## src/rtl/nor_gate_pkg.sv

```systemverilog
// Shared constants and helpers for the NOR gate block: default widths and a
// saturating increment used by the observation counter.
package nor_gate_pkg;

    localparam int DEF_WIDTH = 1;
    localparam int DEF_CNT_W = 16;

    // Returns value+1, or holds at 2^width-1 once that ceiling is reached.
    // The ceiling check is done before the add so the result never wraps.
    function automatic logic [63:0] sat_inc(input logic [63:0] value, input int width);
        logic [63:0] max_val;
        max_val = (64'd1 << width) - 64'd1;
        if (value >= max_val) begin
            sat_inc = max_val;
        end else begin
            sat_inc = value + 64'd1;
        end
    endfunction

endpackage

```

## src/rtl/nor_gate_df_sat_counter.sv

```systemverilog
// Unsigned up-counter with enable and synchronous clear that sticks at its
// all-ones value instead of wrapping.
module sat_counter
    import nor_gate_pkg::*;
#(
    parameter int W = DEF_CNT_W
) (
    input  logic         clk,
    input  logic         srst,
    input  logic         i_en,
    output logic [W-1:0] o_cnt
);

    logic [W-1:0] r_cnt;

    always_ff @(posedge clk) begin
        if (srst) begin
            r_cnt <= '0;
        end else if (i_en) begin
            r_cnt <= W'(sat_inc(64'(r_cnt), W));
        end
    end

    assign o_cnt = r_cnt;

endmodule

```

## src/rtl/nor_gate_df.sv

```systemverilog
// Dataflow bitwise NOR with a clocked observation stage: registered copy of y,
// rise/fall pulses on bit 0 and a saturating count of edges where y[0] was high.
module nor_gate_df
    import nor_gate_pkg::*;
#(
    parameter int WIDTH = DEF_WIDTH,
    parameter int CNT_W = DEF_CNT_W
) (
    output logic [WIDTH-1:0] y,
    input  logic [WIDTH-1:0] a,
    input  logic [WIDTH-1:0] b,
    input  logic             clk,
    input  logic             rst,
    output logic [WIDTH-1:0] y_q,
    output logic             rise,
    output logic             fall,
    output logic [CNT_W-1:0] hi_cnt
);

    logic [WIDTH-1:0] r_y_q;
    logic             r_rise;
    logic             r_fall;
    logic [CNT_W-1:0] w_hi_cnt;

    // Purely combinational path; clk and rst never touch it.
    assign y = ~(a | b);

    // Edge flags compare the new sample against the previous registered bit 0.
    always_ff @(posedge clk) begin
        if (rst) begin
            r_y_q  <= '0;
            r_rise <= 1'b0;
            r_fall <= 1'b0;
        end else begin
            r_y_q  <= y;
            r_rise <= ~r_y_q[0] & y[0];
            r_fall <= r_y_q[0] & ~y[0];
        end
    end

    sat_counter #(
        .W (CNT_W)
    ) u_hi_cnt (
        .clk   (clk),
        .srst  (rst),
        .i_en  (y[0]),
        .o_cnt (w_hi_cnt)
    );

    assign y_q    = r_y_q;
    assign rise   = r_rise;
    assign fall   = r_fall;
    assign hi_cnt = w_hi_cnt;

endmodule

```

## config.mk

```make
export PLATFORM = sky130hd
export DESIGN_NAME = nor_gate_df
export DESIGN_NICKNAME = d
export VERILOG_FILES = /design/src/rtl/nor_gate_pkg.sv /design/src/rtl/nor_gate_df_sat_counter.sv /design/src/rtl/nor_gate_df.sv
export SDC_FILE = /design/constraint.sdc
export NUM_CORES = 1
export LEC_CHECK = 0
export CAP_MARGIN = 20
export CORE_MARGIN = 3
export CORE_UTILIZATION = 49
export DETAILED_ROUTE_END_ITERATION = 7
export HOLD_SLACK_MARGIN = 0.15
export PLACE_DENSITY = 0.94
export SLEW_MARGIN = 0
export SYNTH_ARGS = -nofsm -noshare
export SYNTH_HDL_FRONTEND = slang
export SYNTH_SLANG_ARGS = --single-unit
```

## constraint.sdc

```tcl
create_clock -name clk -period 3.7 [get_ports clk]
set_input_delay 0.74 -clock clk [delete_from_list [all_inputs] [get_ports clk]]
set_output_delay 0.74 -clock clk [all_outputs]
set_load 0.1 [all_outputs]
```

## Word level (Yosys, flattened, before mapping)

Cells that the tools add are included.

| word-level totals | value |
|---|---|
| flip-flop bits (word level) | 19 |
| word-level logic and storage cells | 12 |

| operators by class | value |
|---|---|
| muxes and demuxes | 1 |
| order comparisons | 1 |
| $add $sub $neg | 1 |
| bitwise operators | 5 |

Operators with widths:

| cell | count |
|---|---|
| adder 16 x 1 -> 16 bit (second input constant) | 1 |
| >= comparator 16 bit (second input constant) | 1 |
| 2-to-1 mux 16 bit | 1 |
| bitwise AND 1 bit | 2 |
| inverter 1 bit | 2 |
| OR 1 bit | 1 |

## Depth between registers and ports, before layout

| depth | value |
|---|---|
| depth after elaboration | 3 |
| mapped depth | 6 |
| depth with buffers taken out | 5 |

## Cells and area by module

A second synthesis with hierarchy kept.

| second synthesis, totals | value |
|---|---|
| cells, all modules | 88 |
| area total of the unflattened synthesis | 844.6 µm² |

Modules (own cells, without submodules):

| module | cells each | area each (µm²) | sequential area each (µm²) | times used |
|---|---|---|---|---|
| sat_counter | 81 | 762.0 | 320.3 | 1 |
| nor_gate_df | 7 | 82.6 | 60.1 | 1 |

## Worst setup path after synthesis

No wires, ideal clock.

| timing | value |
|---|---|
| kind | in2out |
| from | in b |
| to | out y |
| buffers on the path | 0 |
| path slack | 0.823 ns |
| data required time | 2.960 ns |
| arrival | 2.137 ns |
| stages on the path | 1 |
| path through | nor2_1 |

| between the ends | value |
|---|---|
| longest elaborated chain between the ends | 2 |

RTL lines:

| what | line | source |
|---|---|---|
| from (decl) | nor_gate_df.sv:11 | `input logic [WIDTH-1:0] b,` |
| OR 1 bit | nor_gate_df.sv:26 | `assign y = ~(a \| b);` |
| inverter 1 bit | nor_gate_df.sv:26 |  |
| to (decl) | nor_gate_df.sv:9 | `output logic [WIDTH-1:0] y,` |

No other way between the ends.

## Final worst setup path

Ends and elaborated chain as after synthesis.

==> metrics <==
die width=47.82 um; Rows=14; Final Hold Fails=0; Multi-input gate area=456.7 sq um; Clock Path Buffers=2; total global routing track utilization=18.47%; IO Count=24; Post-CTS Resized=0; Pins Over Slew Limit=0; CP arrival=1.96 ns; Die Ht=47.82 um; Slew HR=34.59%; sequential area share after synthesis=44.38%; FF/Latch Area=380.4 sq um; Critical path buffers and inverters=2; IO Port Bufs=23; hold path depth=1; startpoint types=input pin; period utilization=72.89%; Cell Chain, Critical Path=clkdlybuf4s50_1 > nor2_1 > buf_4; FMAX=0.3708 GHz; mapped cell area=857.1 sq um; syn_nets=96; Synth area leaders=dfxtp_1 44%, a21oi_1 5.8%, nand3_1 4.7%; Seq cells post-synth=19; pwr dens=320.1 nW/um^2; via/cell ratio=5.885; Final ANT Viol Nets=0; residual DRC count=0; FF-to-FF path depth=5; maximum VDD drop=0.2178 mV; fillers=125; final RePlAce weighted congestion=0.8615; vias in the first global route=659; fin crit period=2.697 ns; top-area cell type share of the netlist area=44.38%; die area=2287 sq um; Diodes inserted=0; first-pass GRT wire length=2918 um; WL/cell=15.13 um; CTS root buf=clkbuf_4; P&R area growth vs syn=30.07%; Max stage delay on crit path=0.48 ns; clock skew=0.008194 ns; largest net degree at the start of global routing=20; post-route cell area=1115 sq um; Sink Count=19; WHS Endpoint=rise$_SDFF_PP0_; drt pass-1 iters=6; RSZ-0062 raised after global routing=false; Max stage delay cell, worst path=clkdlybuf4s50_1; layout cells sized above 1=6.140%; Pleak=0.0003823 uW; core area=1577 sq um; max_cap viols=0; worst-skew pair later-pin latency=0.30 ns; DR vias=765; status=finished, final reports clean; Worst-path clk slew=0.11 ns; RR Endpoint=u_hi_cnt.o_cnt[13]$_SDFFE_PP0P_; Post-Route Utilization=70.71%; hold crit path type=flip-flop to flip-flop; min-delay src=y_q$_SDFF_PP0_; final wirelength=1967 um; Mapped Avg Cell Area=9.418 sq um; R2R setup slack=1.49 ns; postcts setup bufs=0; Sum Neg Setup Slack=0 ns; crit path capture type=output port; Initial Utilization=54.37%; Placed Area=1089 sq um; H-tree depth=1; Yosys Warn Count=0; post-synthesis instance total=91; crit path kind=input pin to output port; R2R Path Start=u_hi_cnt.o_cnt[0]$_SDFFE_PP0P_; Layout Nets=120; initial antenna violation count=0; WP data required=2.96 ns; final global-route overflow total=0; Worst-Margin Slew=0.9780 ns; top cell type by total area after synthesis=dfxtp_1; CTS tree=yes; Starting DRT DRC Count=24; total CTS buffers=3; Power, Total=356.9 uW; synth unique cells=31; cell family with most CP delay=buffers and inverters; endpoints failing setup=0; Setup WS post-layout=1.003 ns; Crit Path Max Fanout=5; DP Wirelength=1439 um; CTS Hold Buffers Added=0; dpl ws=0.7973 ns
[report_power, final]
part	switching, uW	internal [uW]
clock network	62.5	42.0
registers	2.20	207
logic	31.6	11.5
[cells in the mapped netlist (all sizes together)]
library cell / instances
xnor2: 4
xor2: 4
nor2b: 1
or3b: 1
nor3b: 2
inv: 1
o21ai: 2
nand4: 2
a41o: 1
and3: 2
or4b: 1
nor4: 3
clkbuf: 3
or3: 2
nand2: 3
and4: 2
o21ba: 1
a21oi: 10
o21bai: 1
buf: 1
and2: 1
a311oi: 1
nor2: 3
nor3: 4
mux2i: 1
dfxtp: 19
nand3: 8
a31oi: 5
ha: 1
and4bb: 1
[sequential cells by signal, indices dropped and copies added, names as in the netlist]
signal          flops
fall                1
rise                1
u_hi_cnt.o_cnt     16
y_q                 1
[per-layer routing]
| layer | vias up | global-route usage [%] | wire [um] | part of all wire [%] |
|---|---|---|---|---|
| met3 | 5 | 3.759 | 80 | 4.1 |
| met4 | 0 | 9.677 | 39 | 2.0 |
| met2 | 20 | 27.70 | 903 | 46 |
| met5 | - | 0 | 0 | 0 |
| met1 | 349 | 24.83 | 944 | 48 |
| li1 | 391 | - | - | - |
[through the flow]
stage / hold WS (ns) / std cells
2_1_floorplan: 0.8168 / 91
3_3_place_gp: 0.4396 / 126
3_5_place_dp: 0.4451 / 126
4_1_cts: 0.4633 / 130
5_1_grt: 0.4794 / 130
6_report: 0.4615 / 130
[kinds of logic (layout without fill, tap and decap cells)]
kind of cell / after synthesis / in the layout / share of synthesized area, %
and+or+nand+nor: 36 / 36 / 27.59
AOI/OAI and AO/OA: 21 / 21 / 14.89
DFF: 19 / 19 / 44.38
xor gates and xnor gates: 8 / 8 / 8.174
buffers and inverters: 5 / 28 / 2.335
adders and majority gates: 1 / 1 / 1.460
muxes: 1 / 1 / 1.168
[final cells by class]
cell class,instances,area share [%]
repair buffers,23,20.43
well taps,16,1.796
inverters,1,0.3367
multi-input cells,67,40.97
flip-flops and latches,19,34.12
clock buffers,4,2.357
[worst max path at each step]
stage                     slack [ns]                              end                            start  depth (start not counted)
after floorplan                 0.82                                y                                b                          1
after global placement          0.91  u_hi_cnt.o_cnt[13]$_SDFFE_PP0P_                                b                          5
after detailed placement        0.80  u_hi_cnt.o_cnt[13]$_SDFFE_PP0P_                                b                          5
after CTS                       1.02                                y                                b                          3
after global routing            0.94                       hi_cnt[10]  u_hi_cnt.o_cnt[10]$_SDFFE_PP0P_                          1
final                           1.00                                y                                b                          3
[cells in the final DEF, fill, tap and decap left out, types with 3 or more instances in the layout]
cell	n
xor2_1	4
xnor2_1	4
clkdlybuf4s50_1	22
nand3_1	8
a21oi_1	10
nor2_1	3
dfxtp_1	19
nand2_1	3
a31oi_1	5
nor3_1	4
clkbuf_4	3
[worst register-to-register path: cells and delay by family, from the launching register on]
kind	cells	cell delay [ns]
AND/OR/NAND/NOR	3	1.29
flip-flops	1	0.41
AO/OA/AOI/OAI	1	0.27
adder cells (fa/ha/maj)	1	0.16
No activity file was read; power rests on OpenSTA's default activity.
